**src/rtl/rvc_fetch_aligner.sv**
```systemverilog
// ---------------------------------------------------------------------------
// rvc_fetch_aligner
//
// Turns halfword-aligned PC requests from the fetch stage into complete raw
// instructions (16-bit RVC or 32-bit). It is the instruction cache's
// upstream requester. A 32-bit instruction that starts in the upper half of
// a word is assembled from two cache words. Compressed instructions are
// returned zero-extended with if_rvc set.
//
// Optional feature (macro WORD_REUSE_EN): a request whose word address
// matches the last fetched word is decoded straight from the word buffer,
// which skips the first cache access.
//
// Ports:
//   clk           clock
//   proc_reset    synchronous active-high reset
//   if_req        core request; held with if_pc stable until if_valid
//   if_pc         instruction PC (ADDR_W+2 bits, bit0 ignored)
//   if_flush      redirect: abort the current request
//   if_valid      one-cycle pulse, if_inst/if_rvc valid
//   if_inst       raw instruction, RVC as {16'b0, half}
//   if_rvc        instruction is compressed
//   if_busy       aligner is not idle
//   ICACHE_ren    cache read request
//   ICACHE_addr   cache word address
//   ICACHE_stall  cache busy; data valid when ren=1 and stall=0
//   ICACHE_rdata  cache word
//
// state | meaning
// IDLE  | waiting for a request
// F0    | reading the word that holds the PC
// F1    | reading the next word for the upper half of a spilled instruction
// RESP  | if_valid pulse with the assembled instruction
// ---------------------------------------------------------------------------
module rvc_fetch_aligner #(
    parameter int          ADDR_W    = 30,
    parameter logic [31:0] IDLE_INST = 32'h00000013
) (
    input  logic              clk,
    input  logic              proc_reset,
    input  logic              if_req,
    input  logic [ADDR_W+1:0] if_pc,
    input  logic              if_flush,
    output logic              if_valid,
    output logic [31:0]       if_inst,
    output logic              if_rvc,
    output logic              if_busy,
    output logic              ICACHE_ren,
    output logic [ADDR_W-1:0] ICACHE_addr,
    input  logic              ICACHE_stall,
    input  logic [31:0]       ICACHE_rdata
);

    typedef enum logic [1:0] {IDLE, F0, F1, RESP} state_t;

    localparam logic [ADDR_W-1:0] WORD_ONE = ADDR_W'(1);

    state_t            state;
    state_t            state_nxt;
    logic [ADDR_W+1:0] pc_q;
    logic [15:0]       hi_q;
    logic              flush_pend;

    logic              buf_valid;
    logic [ADDR_W-1:0] buf_tag;
    logic [31:0]       buf_data;

    logic              take_req;
    logic              reuse_hit;
    logic              cache_done;
    logic              abort;
    logic [31:0]       dec_word;
    logic              dec_half;
    logic [15:0]       dec_lo;
    logic              dec_rvc;
    logic              dec_spill;
    logic [31:0]       dec_inst;
    logic              unused_ok;

    assign ICACHE_ren = (state == F0) || (state == F1);
    assign if_valid   = (state == RESP);
    assign if_busy    = (state != IDLE);

    // Only pc_q[1] is needed after the request is taken; the word address
    // lives in ICACHE_addr. Without the reuse feature the buffer is never read.
    assign unused_ok = ^{if_pc[0], pc_q[ADDR_W+1:2], pc_q[0],
                         buf_valid, buf_tag, buf_data};

    always_comb begin
        state_nxt  = state;
        take_req   = 1'b0;
        reuse_hit  = 1'b0;
        cache_done = ICACHE_ren && !ICACHE_stall;
        abort      = flush_pend || if_flush;
        dec_word   = ICACHE_rdata;
        dec_half   = pc_q[1];
`ifdef WORD_REUSE_EN
        // In IDLE the decoder looks at the buffered word for a possible hit.
        if (state == IDLE) begin
            dec_word = buf_data;
            dec_half = if_pc[1];
        end
`endif
        dec_lo    = dec_half ? dec_word[31:16] : dec_word[15:0];
        dec_rvc   = (dec_lo[1:0] != 2'b11);
        dec_spill = dec_half && !dec_rvc;
        dec_inst  = dec_rvc ? {16'h0000, dec_lo} : dec_word;

        case (state)
            IDLE: begin
                if (if_req && !if_flush) begin
                    take_req = 1'b1;
`ifdef WORD_REUSE_EN
                    reuse_hit = buf_valid && (buf_tag == if_pc[ADDR_W+1:2]);
`endif
                    if (reuse_hit)
                        state_nxt = dec_spill ? F1 : RESP;
                    else
                        state_nxt = F0;
                end
            end
            F0: begin
                if (cache_done) begin
                    if (abort)
                        state_nxt = IDLE;
                    else
                        state_nxt = dec_spill ? F1 : RESP;
                end
            end
            F1: begin
                if (cache_done)
                    state_nxt = abort ? IDLE : RESP;
            end
            RESP: state_nxt = IDLE;
            default: state_nxt = IDLE;
        endcase
    end

    always_ff @(posedge clk) begin
        if (proc_reset)
            state <= IDLE;
        else
            state <= state_nxt;
    end

    always_ff @(posedge clk) begin
        if (proc_reset) begin
            pc_q        <= '0;
            hi_q        <= '0;
            flush_pend  <= 1'b0;
            ICACHE_addr <= '0;
            if_inst     <= IDLE_INST;
            if_rvc      <= 1'b0;
            buf_valid   <= 1'b0;
            buf_tag     <= '0;
            buf_data    <= '0;
        end else begin
            if (take_req) begin
                pc_q <= if_pc;
                if (reuse_hit && dec_spill) begin
                    hi_q        <= dec_word[31:16];
                    ICACHE_addr <= if_pc[ADDR_W+1:2] + WORD_ONE;
                end else begin
                    ICACHE_addr <= if_pc[ADDR_W+1:2];
                end
                if (reuse_hit && !dec_spill) begin
                    if_inst <= dec_inst;
                    if_rvc  <= dec_rvc;
                end
            end

            // Every completed cache read refreshes the buffer, even when the
            // request was flushed: the word itself is still correct.
            if (cache_done) begin
                buf_valid <= 1'b1;
                buf_tag   <= ICACHE_addr;
                buf_data  <= ICACHE_rdata;
            end

            if (state == F0 && cache_done && !abort) begin
                if (dec_spill) begin
                    hi_q        <= ICACHE_rdata[31:16];
                    ICACHE_addr <= ICACHE_addr + WORD_ONE;
                end else begin
                    if_inst <= dec_inst;
                    if_rvc  <= dec_rvc;
                end
            end

            if (state == F1 && cache_done && !abort) begin
                if_inst <= {ICACHE_rdata[15:0], hi_q};
                if_rvc  <= 1'b0;
            end

            // A flush during a miss cannot cancel the cache access, so it is
            // remembered until the outstanding read returns.
            if (cache_done)
                flush_pend <= 1'b0;
            else if (ICACHE_ren && if_flush)
                flush_pend <= 1'b1;

            if (if_flush) begin
                if_inst <= IDLE_INST;
                if_rvc  <= 1'b0;
            end
        end
    end

endmodule

```
**config.mk**
```make
export PLATFORM = sky130hd
export DESIGN_NAME = rvc_fetch_aligner
export DESIGN_NICKNAME = d
export VERILOG_FILES = /design/src/rtl/rvc_fetch_aligner.sv
export SDC_FILE = /design/constraint.sdc
export NUM_CORES = 1
export LEC_CHECK = 0
export BUFFER_PORTS_ARGS = -buffer_cell sky130_fd_sc_hd__buf_2
export CORE_MARGIN = 10
export CORE_UTILIZATION = 25
export CTS_CLUSTER_DIAMETER = 30
export DETAILED_ROUTE_END_ITERATION = 7
export HOLD_SLACK_MARGIN = 0.08
export PLACE_DENSITY = 0.47
export SKIP_CTS_REPAIR_TIMING = 1
export SYNTH_ARGS = -nofsm -noshare
export SYNTH_HDL_FRONTEND = slang
export SYNTH_SLANG_ARGS = --single-unit
```
**constraint.sdc**
```tcl
create_clock -name clk -period 2.4 [get_ports clk]
set_input_delay 0.36 -clock clk [delete_from_list [all_inputs] [get_ports clk]]
set_output_delay 0.36 -clock clk [all_outputs]
set_load 0.03 [all_outputs]
```
== Word-level counts from Yosys, hierarchy flattened ==
Index checks and enable logic that the tools add are counted.
Storage, ports and cells
  register bits: 84
  output and inout bits: 66
  logic and storage cells: 58
Cells by class
  equality and inequality tests: 8
  $add $sub $neg: 1
  bitwise gates (word level): 1
  reduce and logical (&&, ||, !) cells: 24
  muxes and demuxes: 17
Operators by type and width (count)
  $mux W32: 4
  $mux W30: 3
  $add A30 B1 Y30 const B: 1
  $mux W16: 1
  $mux W2: 5
  $logic_and A1 B1 Y1: 8
  $ne A2 B2 Y1 const B: 4
  $pmux W2 S4: 1
  $reduce_and A2 Y1: 3
  $eq A2 B2 Y1 const B: 2
  $logic_not A1 Y1: 4
  $reduce_bool A2 Y1: 2
  $reduce_or A2 Y1: 2
  $mux W1: 3
  $reduce_and A3 Y1: 1
  $reduce_or A3 Y1: 1
  $eq A2 B1 Y1 const B: 1
  $logic_not A2 Y1: 1
  $logic_or A1 B1 Y1: 2
  $ne A2 B1 Y1 const B: 1
  $not A1 Y1: 1

== Longest topological paths before layout ==
Gate-level depths: netlist of the first run.
  depth after elaboration: 8
  mapped depth: 9
  gate-level depth less buffers: 7

== Worst setup path before layout of the first run ==
OpenSTA, ideal clock, no wires.
  path type: register to register
  from: register state[1]
  to: register if_inst[0]
  slack: 139 ps
  arrival: 2139 ps
  library setup time: 122 ps
  required time: 2278 ps
  period minus slack after synthesis: 2261 ps
  stages on the path, launching flop included: 7
  path through: dfxtp_1 inv_1 ha_1 nand2_1 nor4_1 nor2_1 a221o_1
Between the ends
  word-level cells in the longest chain between the ends: 7
Ends and longest elaborated chain
  start, declared: line 58  | state_t state;
  start signal, assigned: line 143  | state <= state_nxt;
  $eq A2 B1 Y1 / $eq A2 B2 Y1 (equally long branches): line 80  | assign ICACHE_ren = (state == F0) || (state == F1);
  $logic_or A1 B1 Y1 (*): line 80
  named net ICACHE_ren: line 48  | output logic ICACHE_ren,
  $logic_and A1 B1 Y1 (*): line 93  | cache_done = ICACHE_ren && !ICACHE_stall;
  $logic_and A1 B1 Y1 (on tied branches) (2 in series): line 190, 180
  $ne A2 B1 Y1 (no source line) / $reduce_bool A2 Y1 (equally long branches)
  $reduce_and A2 Y1 (no source line)
  end signal, assigned: line 167  | if_inst <= dec_inst;
  end signal, assigned: line 185  | if_inst <= dec_inst;
  end signal, assigned: line 191  | if_inst <= {ICACHE_rdata[15:0], hi_q};
  end, declared: line 45  | output logic [31:0] if_inst,
The timed path passes the listed nets; every way through them passes the cells marked *.
A chain may end at the register's enable or synchronous reset.

== Final worst setup path of the first run ==
  from: register state[0]
  to: register if_inst[12]
Between the ends
  word-level cells in the longest chain between the ends: 7
Ends and longest elaborated chain (line)
  $eq A2 B1 Y1 / $eq A2 B2 Y1 (equally long branches): 80, 180, 190
  $logic_or A1 B1 Y1: 80
  $logic_and A1 B1 Y1: 93
  $logic_and A1 B1 Y1 (on tied branches) (2 in series): 190, 180
  $ne A2 B1 Y1 (no source line) / $reduce_bool A2 Y1 (equally long branches)
  $reduce_and A2 Y1 (no source line)
Parallel ways exist; a longest one is shown, timed or not.

==> results.toml, run 1 <==
[sta]
setup_viol = 0
finalHoldViolCount = 0
max_freq_ghz = 0.457
period_needed_ps = 2190
slew-limit-headroom = 0.582
tightest_slew_ps = 624
finalSetupTns_ps = 0
finalClockSkew_ps = 10.8
rsz0062_at_grt = "no"
slew_viol_final = 0
layout_setup_ws_ps = 213
fin_crit_sh = 0.911

[detailed_routing]
drc_errors = 0
routed_via_density = 5.20
routed_wl_um = 16800
drtIter0Drc = 286
highest_layer = "met4"
num_vias = 4734
wirelength_met1_um = 7690
dr_wl_met2_um = 7220
final_antenna_net_count = 0
dr.pass1.iters = 5
wl_per_cell_um = 18.5
wl_met3_um = 1570

[worst_setup_path]
cp_max_fo = 14
critical_path_arrival_ps = 2390
r2r_slack_ps = 210
r2r_end = "if_inst[12]"
r2r-start = "state[0]"
critical_path_class = "flop to flop"
required_ps = 2600
reg2reg_depth = 6
startpoint = "state[0]"
endpoint_kind = "flop"
worstSetupEndpoint = "if_inst[12]"
setup.worst_path.start_class = "flop"

[floorplanning]
io-pin-count = 135
placementRows = 47
coreArea_mm2 = 0.0166
die_area_mm2 = 0.0226
die_w_um = 150
initial_core_util = 0.255
chipHeight_um = 150

[logic_synthesis]
syn_inst = 553
yosys.area.top_type_share = 0.391
yosysWarnings = 0
yosys.area.top_type = "dfxtp_1"
synthArstFlopShare = 0
synth.yosys.seq_area_share = 0.391
syn_avg_cell_area_um2 = 7.68
ys_types = 51
netlist_area_mm2 = 0.00425
syn_nets = 628
ys_ff_latch = 83
synth.area.top_cells = "dfxtp_1, o21ai_0, a21oi_1"
synth_edf_count = 0
ys.flop_type = "dfxtp_1"

[placement]
dp_slack_ps = 110
dpl.hpwl_um = 12100
gp_congestion = 0.820
portBuffers = 133

[worst_hold_path]
min_path_type = "primary input to flop"

[power_and_ir_drop]
power.density_mw_per_mm2 = 614
p_leak_nw = 2.25
ir_drop_v = 0.000369

[clock_network]
insertion_delay_ps = 350
cts_tree = "built"
cts_root_buffer = "clkbuf_16"
clockBufferDepth = 2
htreeDepth = 3
clk_pin_slew_ps = 70
cts.sinks = 83
cts-buffers-inserted = 9

[flow_run]
drv_cap = 0

[final_layout]
nNetsFinal = 759
final_layout_size_suffix_gt1_frac = 0.276
fillCellCount = 1784
area.growth.synth_to_final_pct = 30.4
fin_util = 0.333
final_common_cell = "buf_2"
layout_common_cells = "buf_2, dfxtp_1, nand2_1"

[global_route]
gr-total-overflow = 0
grt_pass1_wl_um = 26500
grt_max_degree = 34
globalRouteTotalUtil = 0.147
grt_antenna_before_repair = 2
first_global_vias = 4818

[run_status]
status = "finished, final reports clean"
per-layer routing:
layer | global-route usage | vias to the layer above
li1 | - | 2299
met1 | 0.190 | 2220
met2 | 0.227 | 193
met3 | 0.0441 | 22
met4 | 0.0515 | 0
met5 | 0 | -
where the power goes:
group / total (mW) / internal [mW] / switching [mW]
logic: 0.550 / 0.193 / 0.358
clock network: 1.36 / 0.718 / 0.644
registers: 1.49 / 1.43 / 0.0640
kinds of logic after synthesis:
logic type	count (synthesis)	synth area share
simple gates	230	0.272
compound gates	169	0.234
flops	83	0.391
buf+inv	47	0.0448
xor+xnor	10	0.0206
mux	8	0.0197
fa+ha+maj	6	0.0177
synthesized netlist by cell type, drive strengths merged, types with 6 or more instances:
cell     n
xor2     9
o21ai   61
nand3   30
a21oi   56
dfxtp   83
inv      7
nand4   13
nor3    25
clkbuf  28
buf     12
and3    20
ha       6
nor2    50
nor4    10
o22ai    6
nand2   64
a211oi  16
a22oi    6
metrics by stage:
stage                     hold slack, ps  std cells  area [um2]  power, mW
after global placement               442        893        5240       2.06
final                                262        911        5540       3.40
after floorplan                      437        553        4250       1.84
after CTS                            250        909        5520       3.44
after detailed placement             450        893        5240       2.07
after global routing                 270        909        5530       3.56
worst max-delay path: stages, from the launching register on:
cell and delay, ps:
dfxtp_1 370, inv_1 100, ha_1 340, nand2_1 120
or4_1 460, nand2_1 450, o21ai_0 190
registers in the layout (all words and copies together) (netlist names):
| name | count |
|---|---|
| state | 2 |
| hi_q | 16 |
| pc_q | 1 |
| if_rvc | 1 |
| if_inst | 32 |
| ICACHE_addr | 30 |
| flush_pend | 1 |
worst min-delay path by stage:
stage / from / endpoint / slack, ps / cells past startpoint
6_report: ICACHE_rdata[15] / if_inst[31] / 260 / 3
4_1_cts: ICACHE_rdata[15] / if_inst[31] / 250 / 3
3_3_place_gp: hi_q[5] / hi_q[5] / 440 / 2
5_1_grt: ICACHE_rdata[29] / hi_q[13] / 270 / 3
3_5_place_dp: hi_q[14] / hi_q[14] / 450 / 2
2_1_floorplan: hi_q[10] / hi_q[10] / 440 / 2
layout make-up:
| cell class | instances | area [um2] | share of cell area |
|---|---|---|---|
| repair buffers | 160 | 868 | 0.157 |
| diodes | 2 | 5.00 | 0.000904 |
| clock buffers | 9 | 225 | 0.0407 |
| inverters | 7 | 26.3 | 0.00474 |
| well taps | 220 | 275 | 0.0497 |
| flip-flops and latches | 83 | 1660 | 0.300 |
| clock inverters | 7 | 60.1 | 0.0108 |
| multi-input cells | 423 | 2420 | 0.436 |
Power figures use the tool's default switching activity.
==> run 2, diff against run 1 <==
--- a/config.mk
+++ b/config.mk
@@ -5,13 +5,15 @@
 export SDC_FILE = /design/constraint.sdc
 export NUM_CORES = 1
 export LEC_CHECK = 0
+export ABC_AREA = 1
 export BUFFER_PORTS_ARGS = -buffer_cell sky130_fd_sc_hd__buf_2
 export CORE_MARGIN = 10
 export CORE_UTILIZATION = 25
 export CTS_CLUSTER_DIAMETER = 30
 export DETAILED_ROUTE_END_ITERATION = 7
 export HOLD_SLACK_MARGIN = 0.08
-export PLACE_DENSITY = 0.47
+export PLACE_DENSITY = 0.46
+export SETUP_SLACK_MARGIN = 0.05
 export SKIP_CTS_REPAIR_TIMING = 1
 export SYNTH_ARGS = -nofsm -noshare
 export SYNTH_HDL_FRONTEND = slang
==> results.toml, run 2 <==
[floorplanning]
coreArea_mm2 = 0.0186
initial_core_util = 0.254
chipHeight_um = 158
die_w_um = 158
die_area_mm2 = 0.0248
io-pin-count = 135
placementRows = 50

[worst_setup_path]
required_ps = 2680
cp_max_fo = 21
critical_path_arrival_ps = 2220
endpoint_kind = "flop"
setup.worst_path.start_class = "flop"
critical_path_class = "flop to flop"

[logic_synthesis]
synth_simple_gate_area_frac = 0.355
syn_avg_cell_area_um2 = 6.37
synth.area.top_cells = "dfxtp_1, nand2_1, o21ai_0"
synth_top_family_by_area = "simple AND/OR/NAND/NOR gates"
synth.yosys.seq_area_share = 0.351
yosys.area.top_type = "dfxtp_1"
synthAdderAreaFrac = 0.0159
syn_nets = 818
synthTopCellsByCount = "nand2_1, dfxtp_1, o21ai_0"
syn_inst = 743
synthXorXnorAreaFrac = 0.0241
synth_compound_gate_area_share = 0.165
yosys.area.top_type_share = 0.351
ys_types = 33
netlist_area_mm2 = 0.00473
muxShareOfSynthArea = 0
synth_edf_count = 0
synth.most_common_cell = "nand2_1"
ys.flop_type = "dfxtp_1"
yosysWarnings = 0
ys_ff_latch = 83
synthArstFlopShare = 0

[global_route]
first_global_vias = 4946
grt_antenna_before_repair = 0
grt_max_degree = 59
gr-total-overflow = 0
grt_pass1_wl_um = 26600
globalRouteTotalUtil = 0.135

[detailed_routing]
drc_errors = 0
dr.pass1.iters = 6
final_antenna_net_count = 0
routed_via_density = 4.52
routed_wl_um = 16500
drtIter0Drc = 200
wl_per_cell_um = 15.0
num_vias = 4986

[placement]
dp_slack_ps = 298
portBuffers = 133
place_area_mm2 = 0.00562
gp_congestion = 0.779
dpl.hpwl_um = 12400
dp_cells = 1087

[run_status]
status = "finished, final reports clean"

[clock_network]
insertion_delay_ps = 350
cts_tree = "built"
cts_root_buffer = "clkbuf_16"
htreeDepth = 3
clk_pin_slew_ps = 80
cts.sinks = 83
cts-buffers-inserted = 9
clockBufferDepth = 2

[sta]
layout_setup_ws_ps = 455
finalClockSkew_ps = 12.0
slew-limit-headroom = 0.591
max_freq_ghz = 0.514
finalHoldViolCount = 0
whs_ps = 263
tightest_slew_ps = 614
setup_viol = 0
slew_viol_final = 0
period_needed_ps = 1940
rsz0062_at_grt = "no"
finalSetupTns_ps = 0
fin_crit_sh = 0.810

[final_layout]
fin_util = 0.318
nNetsFinal = 939
multi_input_area_mm2 = 0.00265
antenna_cells = 0
largest_reg_flops = 32
fillCellCount = 2104
fin_cells = 1103
layout_common_cells = "nand2_1, buf_2, dfxtp_1"
largest_register = "if_inst"
final_layout_size_suffix_gt1_frac = 0.220
regArea_mm2 = 0.00166
stdcell_area_mm2 = 0.00592
area.growth.synth_to_final_pct = 25.1
final_common_cell = "nand2_1"
largestRegisters = "if_inst x32, ICACHE_addr x30, hi_q x16"

[power_and_ir_drop]
ir_drop_v = 0.000338
power_mw = 4.19
p_leak_nw = 2.65
power.density_mw_per_mm2 = 707

[worst_hold_path]
min_path_type = "primary input to flop"

[flow_run]
drv_cap = 0
[run 2: cell types whose count changed after synthesis, moves of 12 or more]
cell      before  now
a211oi_1      16    1
nor3_1        25    7
nand3_1       29   43
inv_1          7   63
and3_1        20    0
nand2_1       64  245
o21ai_0       60   72
[run 2: kinds of logic (layout without fill, tap and decap cells)]
group | after synthesis | count (layout)
AOI/OAI and AO/OA | 150 | 150
xor gates and xnor gates | 13 | 13
adders and majority gates | 6 | 6
buffers and inverters | 103 | 229
DFF | 83 | 83
and+or+nand+nor | 388 | 388
[run 2: worst max-delay path, stage by stage, from the launching register on]
cell and delay, ps:
dfxtp_1 370, inv_1 100, ha_1 310, nand2_1 120, nor2_2 60, inv_2 210
nand2_4 190, inv_4 250, nand2_1 90, a31oi_1 160
[run 2: layout make-up]
class                      count  area share
clock inverter                 7      0.0114
clock buffer                   9      0.0380
multi-input combinational    557       0.448
sequential                    83       0.281
tap                          234      0.0495
timing repair buffer         143       0.127
inverter                      70      0.0452
[run 2: worst paths after layout]
check	from	end	slack, ps	cells past startpoint
hold reg to reg	hi_q[12]	hi_q[12]	450	2
hold / removal	ICACHE_rdata[30]	hi_q[14]	260	3
setup reg to reg	state[1]	if_inst[31]	460	9
setup / recovery	state[1]	if_inst[31]	460	9
[run 2: power by group]
group | switching [mW] | internal, mW | total (mW) | leakage, nW
clock network | 0.667 | 0.731 | 1.40 | 0.136
registers | 0.133 | 1.49 | 1.62 | 0.672
logic | 0.808 | 0.362 | 1.17 | 1.85
total | 1.61 | 2.58 | 4.19 | 2.65
[run 2: routing by layer]
layer,vias to the layer above,wire [um],track usage
li1,2634,-,-
met2,118,7670,0.223
met3,15,914,0.0355
met1,2219,7660,0.168
met5,-,0,0
met4,0,258,0.0392
==> run 3, diff against run 2 <==
--- a/config.mk
+++ b/config.mk
@@ -12,7 +12,7 @@
 export CTS_CLUSTER_DIAMETER = 30
 export DETAILED_ROUTE_END_ITERATION = 7
 export HOLD_SLACK_MARGIN = 0.08
-export PLACE_DENSITY = 0.46
+export PLACE_DENSITY = 0.48
 export SETUP_SLACK_MARGIN = 0.05
 export SKIP_CTS_REPAIR_TIMING = 1
 export SYNTH_ARGS = -nofsm -noshare
==> constraint.sdc (replaced) <==
create_clock -name clk -period 1.7 [get_ports clk]
set_input_delay 0.255 -clock clk [delete_from_list [all_inputs] [get_ports clk]]
set_output_delay 0.255 -clock clk [all_outputs]
set_load 0.03 [all_outputs]
==> results.toml, run 3 (same netlist as run 2, synthesis figures left out) <==
[detailed_routing]
wl_per_cell_um = 15.1
dr.pass1.iters = 5
drtIter0Drc = 292
num_vias = 5109
final_antenna_net_count = 0
drc_errors = 0
routed_wl_um = 17100
routed_via_density = 4.49

[sta]
period_needed_ps = 1600
rsz0062_at_grt = "yes"
finalHoldViolCount = 0
slew-limit-headroom = 0.683
max_freq_ghz = 0.625
slew_viol_final = 0
finalClockSkew_ps = 5.07
tightest_slew_ps = 475
finalSetupTns_ps = 0
layout_setup_ws_ps = 101
setup_viol = 0
fin_crit_sh = 0.941

[global_route]
gr-total-overflow = 0
grt_antenna_before_repair = 0
grt_pass1_wl_um = 26600
grt_max_degree = 30
first_global_vias = 4925
globalRouteTotalUtil = 0.136

[worst_setup_path]
setup.worst_path.start_class = "flop"
required_ps = 1440
slowest_delay_ps = 360
critical_path_arrival_ps = 1340
endpoint_kind = "output port"
critical_path_class = "flop to output port"
cp_cell_sequence = "inv_4 -> ha_4 -> buf_4 -> buf_2"
cp_slowest_cell = "dfxtp_2"
cp_max_fo = 4

[worst_hold_path]
min_path_type = "primary input to flop"

[clock_network]
clockBufferDepth = 2
cts-buffers-inserted = 9
cts.sinks = 83
insertion_delay_ps = 350
htreeDepth = 3
clk_pin_slew_ps = 60
cts_tree = "built"
cts_root_buffer = "clkbuf_16"

[final_layout]
fillCellCount = 2090
largest_register = "if_inst"
stdcell_area_mm2 = 0.00637
final_common_cell = "nand2_1"
antenna_cells = 0
layout_common_cells = "nand2_1, buf_2, dfxtp_1"
final_layout_size_suffix_gt1_frac = 0.272
largestRegisters = "if_inst x32, ICACHE_addr x30, hi_q x16"
nNetsFinal = 975
area.growth.synth_to_final_pct = 34.6
largest_reg_flops = 32

[power_and_ir_drop]
internal_power_mw = 3.86
power.density_mw_per_mm2 = 969
pwr-share-comb = 0.328
power.net_switching_mw = 2.31
p_leak_nw = 2.87
ir_drop_v = 0.000767
switching_share = 0.374
pwr-share-clk = 0.304
seqPwrFrac = 0.368

[flow_run]
drv_cap = 0

[floorplanning]
chipHeight_um = 158
initial_core_util = 0.254
placementRows = 50
coreArea_mm2 = 0.0186
io-pin-count = 135
die_area_mm2 = 0.0248
die_w_um = 158

[run_status]
status = "finished, final reports clean"

[placement]
dp_slack_ps = 41.6
gp_congestion = 0.867
portBuffers = 133
place_area_mm2 = 0.00597
dpl.hpwl_um = 13000
-- run 3: cell count changes in the layout (fill, tap and decap cells not counted), moves of 4 or more --
cell     delta
inv_8       -4
buf_12      +7
buf_4      +25
dfxtp_1     -6
dfxtp_2     +6
nand2_1     -4
-- run 3: path summary, 6_finish.rpt --
path / cells past startpoint / start / slack, ps / endpoint
setup / recovery: 4 / state[1] / 100 / ICACHE_ren
hold / removal: 3 / if_pc[1] / 160 / pc_q[1]
setup reg to reg: 12 / state[1] / 120 / if_inst[8]
hold reg to reg: 2 / hi_q[12] / 460 / hi_q[12]
-- run 3: layer usage --
metal  part of all wire  track usage  up-vias
met1               0.50        0.189     2277
met5                  0            0        -
met2               0.43        0.200      113
li1                   -            -     2704
met3              0.057       0.0330       15
met4              0.013       0.0414        0
-- run 3: cell type report --
type	instances	area (um2)	share of cell area
multi-input cells	557	2720	0.427
flip-flops and latches	83	1670	0.262
repair buffers	179	1140	0.179
well taps	234	293	0.0460
inverters	70	279	0.0438
clock buffers	10	229	0.0360
clock inverters	6	41.3	0.00648
-- run 3: through the flow --
stage | cells | power (mW) | utilization | hold slack, ps
global placement | 1120 | 4.19 | 0.320 | 447
floorplan | 743 | 3.52 | - | 390
detailed placement | 1120 | 4.20 | 0.320 | 450
finish | 1139 | 6.17 | 0.342 | 157
CTS | 1136 | 6.11 | 0.335 | 147
global route | 1139 | 6.56 | 0.342 | 171
-- run 3: power groups by stage --
stage,logic [mW],clock network (mW),registers [mW]
after floorplan,1.00,0,2.52
after global placement,1.89,0,2.30
after detailed placement,1.89,0,2.30
after CTS,1.90,1.95,2.26
after global routing,2.25,2.02,2.29
final,2.02,1.87,2.27
-- run 3: worst max-delay path, delay by kind of cell, from the launching register on --
kind                       cells  cell delay (ps)
buffers and inverters          3              350
DFF                            1              360
adders and majority gates      1              280
